==> src/rtl/imem_fetch_ctrl_pkg.sv <==
// Shared types and constants for the instruction fetch sequencer.
package imem_fetch_ctrl_pkg;

    localparam int unsigned XLEN    = 32;
    localparam int unsigned LAT_W   = 3;
    localparam int unsigned LAT_MIN = 1;
    localparam int unsigned LAT_MAX = 4;

    localparam logic [XLEN-1:0] RESET_PC_DEFAULT = 32'h0000_0000;
    localparam logic [XLEN-1:0] PC_STEP          = 32'h0000_0004;

    // Fetch sequencer states; encodings are shared with the surrounding fetch code.
    typedef enum logic [1:0] {
        FETCH_ISSUE = 2'd0,
        FETCH_WAIT  = 2'd1,
        FETCH_HOLD  = 2'd2
    } fetch_state_e;

    // Instruction presented to decode together with its PC.
    typedef struct packed {
        logic [XLEN-1:0] pc;
        logic [XLEN-1:0] instr;
    } fetch_pkt_t;

    // Force a redirect target onto a word boundary.
    function automatic logic [XLEN-1:0] align_pc(input logic [XLEN-1:0] pc);
        return {pc[XLEN-1:2], 2'b00};
    endfunction

    // A redirect target that is not word aligned.
    function automatic logic is_misaligned(input logic [XLEN-1:0] pc);
        return (pc[1:0] != 2'b00);
    endfunction

endpackage

==> src/rtl/imem_fetch_ctrl_if.sv <==
// Fetch-side bus: redirect input, instruction memory port and decode handshake.
interface imem_fetch_ctrl_if;
    import imem_fetch_ctrl_pkg::*;

    logic            redirect_valid;
    logic [XLEN-1:0] redirect_pc;
    logic            mem_req;
    logic [XLEN-1:0] mem_addr;
    logic            mem_rvalid;
    logic [XLEN-1:0] mem_rdata;
    logic            out_valid;
    logic            out_ready;
    logic [XLEN-1:0] out_pc;
    logic [XLEN-1:0] out_instr;
    logic            misalign_err;

    // Fetch controller side.
    modport master (
        input  redirect_valid, redirect_pc, mem_rvalid, mem_rdata, out_ready,
        output mem_req, mem_addr, out_valid, out_pc, out_instr, misalign_err
    );

    // Environment side: redirect source, memory and decode.
    modport slave (
        output redirect_valid, redirect_pc, mem_rvalid, mem_rdata, out_ready,
        input  mem_req, mem_addr, out_valid, out_pc, out_instr, misalign_err
    );

endinterface

==> src/rtl/imem_fetch_ctrl.sv <==
// Fetch-stage sequencer: owns the PC, issues one word request at a time to a
// fixed-latency instruction memory and hands instructions to decode.
module imem_fetch_ctrl
    import imem_fetch_ctrl_pkg::*;
#(
    parameter logic [XLEN-1:0] RESET_PC    = RESET_PC_DEFAULT,
    parameter int unsigned     MEM_LATENCY = 1
) (
    input  logic            clk,
    input  logic            rst_n,
    imem_fetch_ctrl_if.master bus
);

    // Reject latencies the 3-bit wait counter and memory shim do not support.
    if ((MEM_LATENCY < LAT_MIN) || (MEM_LATENCY > LAT_MAX)) begin : g_bad_latency
        $error("imem_fetch_ctrl: MEM_LATENCY out of range");
    end

    fetch_state_e    state_q, state_d;
    logic [XLEN-1:0] pc_q, pc_d;
    logic            discard_q, discard_d;
    logic [LAT_W-1:0] cnt_q, cnt_d;
    logic            out_valid_q, out_valid_d;
    fetch_pkt_t      out_q, out_d;
    logic            err_q, err_d;

    logic [XLEN-1:0] redir_pc_c;
    logic            redir_bad_c;

    // Aligned redirect target and misalignment flag.
    always_comb begin
        redir_pc_c  = align_pc(bus.redirect_pc);
        redir_bad_c = bus.redirect_valid && is_misaligned(bus.redirect_pc);
    end

    // State register.
    always_ff @(posedge clk or negedge rst_n) begin
        if (!rst_n) begin
            state_q <= FETCH_ISSUE;
        end else begin
            state_q <= state_d;
        end
    end

    // Next-state logic; a redirect always pulls the sequencer back toward ISSUE.
    always_comb begin
        state_d = state_q;
        unique case (state_q)
            FETCH_ISSUE: begin
                state_d = FETCH_WAIT;
            end
            FETCH_WAIT: begin
                if (bus.mem_rvalid) begin
                    if (bus.redirect_valid || discard_q) begin
                        state_d = FETCH_ISSUE;
                    end else begin
                        state_d = FETCH_HOLD;
                    end
                end
            end
            FETCH_HOLD: begin
                if (bus.redirect_valid || bus.out_ready) begin
                    state_d = FETCH_ISSUE;
                end
            end
            default: begin
                state_d = FETCH_ISSUE;
            end
        endcase
    end

    // Datapath next values: PC, discard flag, wait counter, presented packet, error.
    always_comb begin
        pc_d        = pc_q;
        discard_d   = discard_q;
        cnt_d       = cnt_q;
        out_valid_d = out_valid_q;
        out_d       = out_q;
        err_d       = err_q | redir_bad_c;

        if (bus.redirect_valid) begin
            pc_d = redir_pc_c;
        end

        unique case (state_q)
            FETCH_ISSUE: begin
                cnt_d = LAT_W'(MEM_LATENCY);
                // The request leaving this cycle still targets the old PC.
                if (bus.redirect_valid) begin
                    discard_d = 1'b1;
                end
            end
            FETCH_WAIT: begin
                if (cnt_q != '0) begin
                    cnt_d = cnt_q - LAT_W'(1);
                end
                if (bus.redirect_valid) begin
                    // Data returning with the redirect is dropped and nothing stays outstanding.
                    discard_d = !bus.mem_rvalid;
                end else if (bus.mem_rvalid) begin
                    if (discard_q) begin
                        discard_d = 1'b0;
                    end else begin
                        out_valid_d = 1'b1;
                        out_d.pc    = pc_q;
                        out_d.instr = bus.mem_rdata;
                    end
                end
            end
            FETCH_HOLD: begin
                if (bus.redirect_valid) begin
                    out_valid_d = 1'b0;
                end else if (bus.out_ready) begin
                    out_valid_d = 1'b0;
                    pc_d        = pc_q + PC_STEP;
                end
            end
            default: begin
                discard_d = 1'b0;
            end
        endcase
    end

    // Datapath registers.
    always_ff @(posedge clk or negedge rst_n) begin
        if (!rst_n) begin
            pc_q        <= RESET_PC;
            discard_q   <= 1'b0;
            cnt_q       <= '0;
            out_valid_q <= 1'b0;
            out_q       <= '0;
            err_q       <= 1'b0;
        end else begin
            pc_q        <= pc_d;
            discard_q   <= discard_d;
            cnt_q       <= cnt_d;
            out_valid_q <= out_valid_d;
            out_q       <= out_d;
            err_q       <= err_d;
        end
    end

    // Bus outputs: the request strobe is decoded straight from the state register.
    always_comb begin
        bus.mem_req      = (state_q == FETCH_ISSUE);
        bus.mem_addr     = pc_q;
        bus.out_valid    = out_valid_q;
        bus.out_pc       = out_q.pc;
        bus.out_instr    = out_q.instr;
        bus.misalign_err = err_q;
    end

endmodule

==> src/flat_wrapper.sv <==
// flat-port wrapper written by rule: the top's interface ports become plain ports
module imem_fetch_ctrl_flat import imem_fetch_ctrl_pkg::*;
#(
    parameter logic [XLEN-1:0] RESET_PC    = RESET_PC_DEFAULT,
    parameter int unsigned     MEM_LATENCY = 1
)
  (clk, rst_n, bus_redirect_valid, bus_redirect_pc, bus_mem_rvalid, bus_mem_rdata, bus_out_ready, bus_mem_req, bus_mem_addr, bus_out_valid, bus_out_pc, bus_out_instr, bus_misalign_err);
  imem_fetch_ctrl_if bus_i ();
  input  logic clk;
  input  logic rst_n;
  input wire logic [$bits(bus_i.redirect_valid)-1:0] bus_redirect_valid;
  input wire logic [$bits(bus_i.redirect_pc)-1:0] bus_redirect_pc;
  input wire logic [$bits(bus_i.mem_rvalid)-1:0] bus_mem_rvalid;
  input wire logic [$bits(bus_i.mem_rdata)-1:0] bus_mem_rdata;
  input wire logic [$bits(bus_i.out_ready)-1:0] bus_out_ready;
  output wire logic [$bits(bus_i.mem_req)-1:0] bus_mem_req;
  output wire logic [$bits(bus_i.mem_addr)-1:0] bus_mem_addr;
  output wire logic [$bits(bus_i.out_valid)-1:0] bus_out_valid;
  output wire logic [$bits(bus_i.out_pc)-1:0] bus_out_pc;
  output wire logic [$bits(bus_i.out_instr)-1:0] bus_out_instr;
  output wire logic [$bits(bus_i.misalign_err)-1:0] bus_misalign_err;
  assign bus_i.redirect_valid = bus_redirect_valid;
  assign bus_i.redirect_pc = bus_redirect_pc;
  assign bus_i.mem_rvalid = bus_mem_rvalid;
  assign bus_i.mem_rdata = bus_mem_rdata;
  assign bus_i.out_ready = bus_out_ready;
  assign bus_mem_req = bus_i.mem_req;
  assign bus_mem_addr = bus_i.mem_addr;
  assign bus_out_valid = bus_i.out_valid;
  assign bus_out_pc = bus_i.out_pc;
  assign bus_out_instr = bus_i.out_instr;
  assign bus_misalign_err = bus_i.misalign_err;
  imem_fetch_ctrl #(.RESET_PC(RESET_PC), .MEM_LATENCY(MEM_LATENCY)) u_core (.clk(clk), .rst_n(rst_n), .bus(bus_i));
endmodule
==> config.mk <==
export PLATFORM = sky130hd
export DESIGN_NAME = imem_fetch_ctrl_flat
export DESIGN_NICKNAME = d
export VERILOG_FILES = /design/src/rtl/imem_fetch_ctrl_pkg.sv /design/src/rtl/imem_fetch_ctrl_if.sv /design/src/rtl/imem_fetch_ctrl.sv /design/src/flat_wrapper.sv
export SDC_FILE = /design/constraint.sdc
export NUM_CORES = 1
export LEC_CHECK = 0
export CAP_MARGIN = 10
export CORE_MARGIN = 2
export CORE_UTILIZATION = 40
export CTS_BUF_LIST = sky130_fd_sc_hd__clkbuf_4 sky130_fd_sc_hd__clkbuf_8
export DETAILED_ROUTE_END_ITERATION = 8
export PLACE_DENSITY = 0.82
export REMOVE_ABC_BUFFERS = 1
export SETUP_SLACK_MARGIN = 0.02
export SLEW_MARGIN = 0
export SYNTH_ARGS = -nofsm -noshare
export SYNTH_HDL_FRONTEND = slang
export SYNTH_SLANG_ARGS = --single-unit
==> constraint.sdc <==
create_clock -name clk -period 2 [get_ports clk]
set_input_delay 0.3 -clock clk [delete_from_list [all_inputs] [get_ports clk]]
set_output_delay 0.3 -clock clk [all_outputs]
set_load 0.02 [all_outputs]
==> reports/results.ini <==
[outcome]
outcome = completed

[sta]
finalSetupViolCount = 0
grt_setup_unrepaired = false
maxSlewViolCount = 0
whs_ns = 0.410
tightest_slew_ns = 0.588
relSlewSlack_pct = 60.5
max_freq_mhz = 516
finClkSkew_ns = 0.00892
hold_viol_final = 0
period_share_pct = 96.8
period_minus_slack_ns = 1.94
fin_ws_ns = 0.0634

[power]
power_leakage_nw = 2.83
p_int_mw = 5.20
worst_ir_drop_vdd_v = 0.000644
power.share.clock_pct = 16.8
p_seq_share_pct = 39.5
net-switching-power_mw = 2.64
p_comb_share_pct = 43.8
p_sw_share_pct = 33.7
finalPower_mw = 7.84
power_density_nw_per_um2 = 1140

[yosys]
synth.avg_cell_area_um2 = 12.1
synthAdderAreaFrac_pct = 0.282
yosys.area_share.xor_xnor_pct = 1.58
syn_inst = 366
synthTopCellsByCount = dfrtp_1 (101), mux2_2 (62), o21ai_0 (22)
ys_ff_latch = 101
ys_async_sr_fraction_pct = 100
synth_mux_area_share_pct = 16.2
ys_seq_area_share_pct = 57.0
synth_top_area_share_pct = 57.0
synth_top_family_by_area = multiplexers
yosysMostFrequentCell = dfrtp_1
synth_ff_type = dfrtp_1
synth-simple-area-share_pct = 13.8
synth_area_leaders = dfrtp_1 (57%), mux2_2 (16%), o21ai_0 (2.5%)
yosys_warnings = 0
syn_area_um2 = 4430
synth_edf_count = 0
synth_top_area_cell = dfrtp_1
synth_compound_area_share_pct = 9.03
ys_types = 42

[setup_path]
end_kind = flip-flop
critPathSlowestCell = or4_4
reg2reg_from = u_core.bus.mem_addr[15]
cp-start-kind = flip-flop
critical_path.max_fanout = 14
rr_endpoint = u_core.bus.mem_addr[30]
crit_type = reg2reg
cp_data_required_time_ns = 2.28
reg2regPathDepth = 5
max_stage_delay_ns = 0.54
crit_chain = nand3_2, or4_4, buf_8, or4_1, a31oi_1
cp.arrival_ns = 2.22
regToRegSetupSlack_ns = 0.06

[die]
die_w_um = 109
fp-row-count = 38
ios = 168
die_y_um = 109
start_util_pct = 40.9
die_area_um2 = 11900
core_area_um2 = 10800

[route]
via_count = 3810
ant_nets = 0
vias_per_cell = 5.28
first_pass_iters = 4
drc = 0
routed_wl_um = 12300
routedWlPerCell_um = 17.1
drtIter0Drc = 245

[placement]
dp_hpwl_um = 9120
portBuffers = 167
placed_cell_area_um2 = 6610
placed_cells = 701
gp_congestion = 0.875
dp_slack_ns = -0.178

[global_routing]
grt_pass1_wl_um = 19600
track_usage_pct = 21.3
first_global_vias = 3960
grt.overflow.total = 0
antenna_found_initial = 0
grt_max_degree = 53

[clock_network]
numCtsBuffers = 9
cts_tree = yes
cts_buffer_depth = 2
cts_root_buf = clkbuf_8
clkLatencyLatePin_ns = 0.36
clk_pin_slew_ns = 0.10
clock-sinks = 101
cts_max_level = 3

[finish]
layout-drive-gt1-share_pct = 23.6
design_area_um2 = 6870
area_delta_synth_final_pct = 55.0
diodes = 0
final_nets = 646
instances_no_fill = 721

[run]
cap_violations = 0

[worst_hold_path]
worstHoldPathType = in2async

==> worst max-delay path: cells and delay by family, from the launching register on <==
kind	cells	cell delay (ns)
buffers and inverters	1	0.17
flip-flops	1	0.37
AND/OR/NAND/NOR	3	1.15
AO/OA/AOI/OAI	1	0.17
==> placed cells by master (no fill, tap or decap), drive strengths merged, types with 4 or more instances in the layout <==
cell type | netlist | layout
clkdlybuf4s50 | 0 | 165
dfrtp | 101 | 101
mux2 | 62 | 62
buf | 11 | 50
o21ai | 22 | 22
nor2 | 20 | 20
nand2 | 20 | 20
nand3 | 14 | 14
a31oi | 12 | 12
nand4 | 11 | 11
clkbuf | 7 | 11
or4 | 10 | 10
o31ai | 8 | 8
or3 | 8 | 8
inv | 5 | 5
xor2 | 5 | 5
nand2b | 4 | 4
and3 | 4 | 4
nor3 | 4 | 4
nor4 | 4 | 4
==> power by group through the flow <==
stage               clock (mW)  combinational (mW)  sequential [mW]
finish                    1.31                3.43             3.10
global route              1.44                3.64             3.18
CTS                       1.37                3.47             3.10
detailed placement           0                3.46             3.14
global placement             0                3.39             3.08
floorplan                    0               0.717             3.97
==> layer usage <==
metal | share of wire, % | GRT usage [%]
met1 | 39 | 25.1
met2 | 52 | 37.9
met3 | 6.9 | 5.68
met4 | 1.7 | 6.69
met5 | 0 | 0
==> worst max path at each step <==
stage / slack, ns / endpoint / from
after floorplan: -1.03 / u_core.bus.out_instr[0] / u_core.state_q[1]
after global placement: -0.15 / u_core.bus.mem_addr[27] / bus_out_ready
after detailed placement: -0.18 / u_core.bus.mem_addr[27] / bus_out_ready
after CTS: 0.02 / bus_mem_req / u_core.state_q[0]
after global routing: 0.007 / u_core.bus.mem_addr[30] / u_core.bus.mem_addr[17]
final: 0.06 / u_core.bus.mem_addr[30] / u_core.bus.mem_addr[15]
==> sequential cells by signal, summed over array words and instances (netlist names) <==
| signal | cells |
|---|---|
| u_core.bus.misalign_err | 1 |
| u_core.bus.out_instr | 32 |
| u_core.state_q | 2 |
| u_core.discard_q | 1 |
| u_core.bus.mem_addr | 32 |
| u_core.bus.out_valid | 1 |
| u_core.bus.out_pc | 32 |
==> cells by family (layout without fill, tap and decap cells) <==
group | after synthesis | in the layout
adder cells (fa/ha/maj) | 1 | 1
XOR/XNOR | 8 | 8
AND/OR/NAND/NOR | 110 | 110
buffers and inverters | 23 | 238
flip-flops | 101 | 101
AO/OA/AOI/OAI | 59 | 59
multiplexers | 64 | 64
==> cell type report <==
| class | instances | area, um^2 |
|---|---|---|
| timing repair buffer | 217 | 2110 |
| sequential | 101 | 2530 |
| multi-input combinational | 242 | 1840 |
| clock buffer | 11 | 145 |
| clock inverter | 5 | 60.1 |
| inverter | 5 | 18.8 |
| fill | 868 | 3970 |
| tap | 140 | 175 |
==> per-stage QoR <==
stage          utilization (%)  setup TNS [ns]
5_1_grt                   63.4               0
3_3_place_gp              61.0          -0.222
3_5_place_dp              61.0           -1.04
2_1_floorplan                -          -67.52
4_1_cts                   63.0               0
6_report                  63.4               0
==> repair_timing <==
| action | in CTS | in global routing |
|---|---|---|
| buffers inserted | 0 | 3 |
| hold buffers | 1 | 0 |
| resized for setup | 0 | 6 |
| setup endpoints to repair | 0 | 7 |
| hold endpoints to repair | 30 | 0 |
(Power assumes the default switching activity.)
==> edit 1 (same flow settings) <==
Encoding of `fetch_state_e`: now one-hot (3 bits for 3 states).
--- a/src/rtl/imem_fetch_ctrl_pkg.sv
+++ b/src/rtl/imem_fetch_ctrl_pkg.sv
@@ -10,10 +10,10 @@
     localparam logic [XLEN-1:0] PC_STEP          = 32'h0000_0004;
 
     // Fetch sequencer states; encodings are shared with the surrounding fetch code.
-    typedef enum logic [1:0] {
-        FETCH_ISSUE = 2'd0,
-        FETCH_WAIT  = 2'd1,
-        FETCH_HOLD  = 2'd2
+    typedef enum logic [2:0] {
+        FETCH_ISSUE = 3'b001,
+        FETCH_WAIT  = 3'b010,
+        FETCH_HOLD  = 3'b100
     } fetch_state_e;
 
     // Instruction presented to decode together with its PC.
Function: no difference found for any inputs over 4 cycles, from zero or initial values and one cycle with rst_n low; so few cycles prove little.
==> edit 1 against the unedited design <==
- via count down 7.0%
- cell area down 3.6%
- sequential cell count up 1
- total power up 2.8%
- routed wire length down 9.3%
- combinational power up 4%
- area after synthesis down 1.2%
- setup slack better by 13 ps
- clock skew down 3.1 ps
- critical endpoint is now u_core.bus.mem_addr[31]
==> edit 1: results (changes against the unedited design) <==
- Commonest cells in the netlist: dfrtp_1 (101), mux2_2 (61), nand2_1 (42)
- Worst-skew pair later-pin latency: 370 ps
- DP HPWL: 8274 um (-9.3%)
- Initial antenna violation count: 0 (unchanged)
- Synth top area cells: dfrtp_1 (58%), mux2_2 (16%), xnor2_1 (4.0%), o21ai_0 (3.9%), nand2_1 (3.6%)
- Worst hold slack: 177.2 ps (-232.6 ps)
- Placed cells: 685 (-2.3%)
- Final Wtd Congestion: 0.7604 (-13%)
- Layout Nets: 630 (-2.5%)
- Reg2reg setup slack: roughly 76 ps
- Worst hold-check path type: input pin to register
- R2R Path Start: u_core.state_q[2]
- Mean post-synth cell area: 11.80 um2 (-2.6%)
- PortBufs: 167 (unchanged)
- Static leakage: 2.774 nW (-1.9%)
- DR vias/cell: 5.028 (-4.8%)
- Worst hold start: bus_redirect_valid
- Initial drt markers: 138 (-44%)
- Share of cells above drive strength 1: 20.35% (-3.2 points)
- Crit-path slowest cell: or4b_1
- CP max stage delay: 470 ps (-70 ps)
- Fillers: 893 (+2.9%)
- Drt total wl: 11190 um (-9.3%)
- Number of global-route vias before repair: 3604 (-9.0%)
- CTS root buf: clkbuf_8
- Outcome: finished clean
- Non-filler cells, final: 705 (-2.2%)
- Yosys cell types: 33 (-21%)
- Max Root-Sink Buffers: 2 (unchanged)
- Global Route Usage Sum: 19.26% (-2.0 points)
- Worst slew margin: 64.85% (+4.4 points)
- Seq/Total Area, Yosys: 58.35% (+1.3 points)
- Syn. warnings: 0 (unchanged)
- Max VDD drop: 0.6232 mV (-3.3%)
- WHS Path Cells: 2
- Pin count of the biggest net entering global routing: 42 (-21%)
- TritonCTS Buffers: 9 (unchanged)
- Critical path fanouts, max: 5 (-9)
- CTS HTree Levels: 3 (unchanged)
- First-pass GRT wire length: 17610 um (-10%)
- Reg2reg end: u_core.bus.mem_addr[31]
- Clock skew: 5.771 ps (-3.146 ps)
- Reg2Reg Depth: 5 (unchanged)
[edit 1: worst max-delay path by stage]
stage | slack (ps) | endpoint | cells after the start | startpoint
3_3_place_gp | -160 | u_core.bus.mem_addr[31] | 6 | bus_out_ready
4_1_cts | 70 | bus_mem_req | 4 | u_core.state_q[1]
6_report | 80 | u_core.bus.mem_addr[31] | 5 | u_core.state_q[2]
3_5_place_dp | -200 | u_core.bus.mem_addr[31] | 6 | bus_out_ready
5_1_grt | -40 | u_core.bus.mem_addr[31] | 5 | u_core.state_q[2]
2_1_floorplan | -1080 | u_core.bus.out_instr[0] | 3 | u_core.state_q[2]
[edit 1: timing repair]
action	in CTS	in global routing
gates resized for setup	1	5
setup buffers	1	2
endpoints found under the hold margin	38	0
setup endpoints to repair	2	4
cloned	0	0
hold buffers	1	0
pin swaps	1	3
[edit 1: routing by layer]
layer,track usage (%),part of all wire (%),vias up
li1,-,-,1662
met1,23.98,42,1745
met2,33.13,51,125
met3,4.280,6.3,13
met4,6.410,1.4,0
met5,0,0,-
[edit 1: final cells by class]
cell class / count / share of cell area [%]
timing repair buffer: 196 / 28.94
inverter: 9 / 0.5100
clock inverter: 7 / 1.096
sequential: 102 / 38.55
multi-input combinational: 242 / 26.39
clock buffer: 9 / 1.870
tap: 140 / 2.645
[edit 1: cell families (layout without fill, tap and decap cells)]
| family | after synthesis | after routing | share of synthesized area, % |
|---|---|---|---|
| compound gates | 43 | 43 | 5.117 |
| buf+inv | 27 | 221 | 2.401 |
| xor+xnor | 27 | 27 | 5.403 |
| fa+ha+maj | 1 | 1 | 0.2858 |
| mux | 62 | 62 | 15.92 |
| flops | 102 | 102 | 58.35 |
| simple gates | 109 | 109 | 12.52 |
[edit 1: stage by stage]
stage | cell area (um2) | worst slack, ps
after floorplan | 4305 | -1084
after global placement | 6382 | -156.3
after detailed placement | 6382 | -199.5
after CTS | 6595 | 69.04
after global routing | 6624 | -38.39
final | 6624 | 76.40
[edit 1: power by group]
part           leakage [nW]  internal, mW  switching, mW
Combinational          1.43          1.90           1.66
Sequential             1.25          2.78          0.423
Clock                0.0956         0.580          0.722
[edit 1: worst max-delay path, delay by kind of cell (launching register included)]
kind               cells  cell delay [ps]
and+or+nand+nor        4             1260
DFF                    1              410
AOI/OAI and AO/OA      1              180
==> edit 2 (same flow settings) <==
Made on the original files. `XLEN`: 32 -> 48.
--- a/src/rtl/imem_fetch_ctrl_pkg.sv
+++ b/src/rtl/imem_fetch_ctrl_pkg.sv
@@ -1,7 +1,7 @@
 // Shared types and constants for the instruction fetch sequencer.
 package imem_fetch_ctrl_pkg;
 
-    localparam int unsigned XLEN    = 32;
+    localparam int unsigned XLEN    = 48;
     localparam int unsigned LAT_W   = 3;
     localparam int unsigned LAT_MIN = 1;
     localparam int unsigned LAT_MAX = 4;
Interface: changed (5 resized); port bits go from 168 to 248. The function was not compared with the original's and may differ.
==> edit 2 against the unedited design <==
- cell area grew 48%
- first-iteration DRC count grew 39%
- routed wire length grew 53%
- sequential cell count grew 48
- total power grew 54%
- setup slack gained 16 ps
- area after synthesis grew 49%
- sequential share of layout area shrank 0.13 points
- clock skew grew 7.1 ps
- global-route usage grew 0.43 points
- combinational power grew 48%
- critical path depth shrank 3
- largest cell class unchanged
- largest power group unchanged
- highest routed layer unchanged
==> edit 2: results (changes against the unedited design) <==
- CTS HTree Levels: 4 (+1)
- Reg2Reg Depth: 6 (+1)
- Share of cells above drive strength 1: 24.29% (+0.71 points)
- Seq/Total Area, Yosys: 56.64% (-0.39 points)
- Drt total wl: 18910 um (+53%)
- Commonest cells in the netlist: dfrtp_1 (149), mux2_2 (96), nand2_1 (46)
- Final Wtd Congestion: 0.8659 (-0.98%)
- Transition time of the tightest slew-check pin: 593.2 ps (+5.523 ps)
- First-pass GRT wire length: 29900 um (+52%)
- CP max stage delay: 610 ps (+70 ps)
- TritonCTS Buffers: 17 (+8)
- Synth top area cells: dfrtp_1 (57%), mux2_2 (16%), nand2_1 (2.6%), o21ai_0 (2.6%), xor2_1 (2.3%)
- Outcome: finished clean
- Clock skew: 15.98 ps (+7.066 ps)
- Reg2reg setup slack: 140 ps (+80 ps)
- Global Route Usage Sum: 21.74% (+0.43 points)
- CP top delay family: buffers and inverters
- Worst hold-check path type: input pin to register
- Initial antenna violation count: 1 (+1)
- Layout Nets: 940 (+46%)
- Reg2reg end: u_core.bus.mem_addr[34]
- Worst hold slack: 173.7 ps (-236.2 ps)
- Crit-path slowest cell: clkdlybuf4s50_1
- R2R Path Start: u_core.bus.mem_addr[7]
- Worst-path clk slew: 80 ps (-20 ps)
- Number of global-route vias before repair: 5515 (+39%)
- Initial drt markers: 341 (+39%)
- Static leakage: 4.327 nW (+53%)
- Pin count of the biggest net entering global routing: 59 (+11%)
- DP HPWL: 14230 um (+56%)
- Critical path fanouts, max: 5 (-9)
- Worst-skew pair later-pin latency: 450 ps (+90 ps)
-- edit 2: cell count changes after synthesis, moves of 12 or more --
cell | before | now
mux2_2 | 62 | 96
xor2_1 | 5 | 17
dfrtp_1 | 101 | 149
nand2_1 | 20 | 46
o21ai_0 | 22 | 34
-- edit 2: how the worst max path moves through the flow --
stage	endpoint	from	slack (ps)
final	bus_mem_addr[8]	u_core.bus.mem_addr[8]	80
after global routing	bus_mem_addr[41]	u_core.bus.mem_addr[41]	20
after CTS	u_core.bus.mem_addr[34]	u_core.bus.mem_addr[10]	30
after detailed placement	u_core.bus.mem_addr[28]	bus_out_ready	-290
after global placement	u_core.bus.mem_addr[28]	bus_out_ready	-230
after floorplan	u_core.bus.out_instr[0]	u_core.state_q[1]	-2020
-- edit 2: timing repair --
action                                  in CTS  in global routing
cloned                                       0                  0
endpoints found under the hold margin       54                  0
hold buffers                                 1                  0
endpoints found under the setup margin       3                 25
resized for setup                            3                  4
pin swaps                                    0                  2
-- edit 2: final cells by class --
type | instances | area share (%)
Sequential cell | 149 | 36.65
Timing Repair Buffer | 308 | 29.68
Multi-Input combinational cell | 352 | 26.75
Tap cell | 216 | 2.657
Clock buffer | 19 | 2.571
Clock inverter | 10 | 1.292
Inverter | 10 | 0.3690
Antenna cell | 1 | 0.02460
-- edit 2: per-stage QoR --
step | setup TNS [ps] | instances | util [%] | power (mW) | area (um2)
3_5_place_dp | -5996 | 1034 | 60.91 | 9.765 | 9746
4_1_cts | 0 | 1064 | 63.45 | 12.16 | 10150
5_1_grt | 0 | 1065 | 63.58 | 12.63 | 10170
3_3_place_gp | -4126 | 1034 | 60.91 | 9.616 | 9746
6_report | 0 | 1065 | 63.58 | 12.05 | 10170
2_1_floorplan | -196900 | 511 | - | 6.971 | 6456
-- edit 2: per-layer routing --
layer  track usage [%]  share of wire, %
met2             37.33                51
met3             5.229               5.9
met4             7.826               1.8
met5                 0                 0
met1             26.78                41
-- edit 2: cell families (layout without fill, tap and decap cells) --
group           count (synthesis)  in the layout  synth area share [%]
simple gates                  156            156                 13.78
flops                         149            149                 56.64
mux                            98             98                 16.73
compound gates                 71             71                 6.710
buf+inv                        35            347                 2.490
xor+xnor                       26             26                 3.459
fa+ha+maj                       1              1                0.1900
other cells                     0              1                     0
-- edit 2: where the power goes --
| part | switching (mW) | internal, mW |
|---|---|---|
| registers | 0.561 | 4.03 |
| logic | 2.36 | 2.72 |
| clock network | 1.11 | 1.27 |
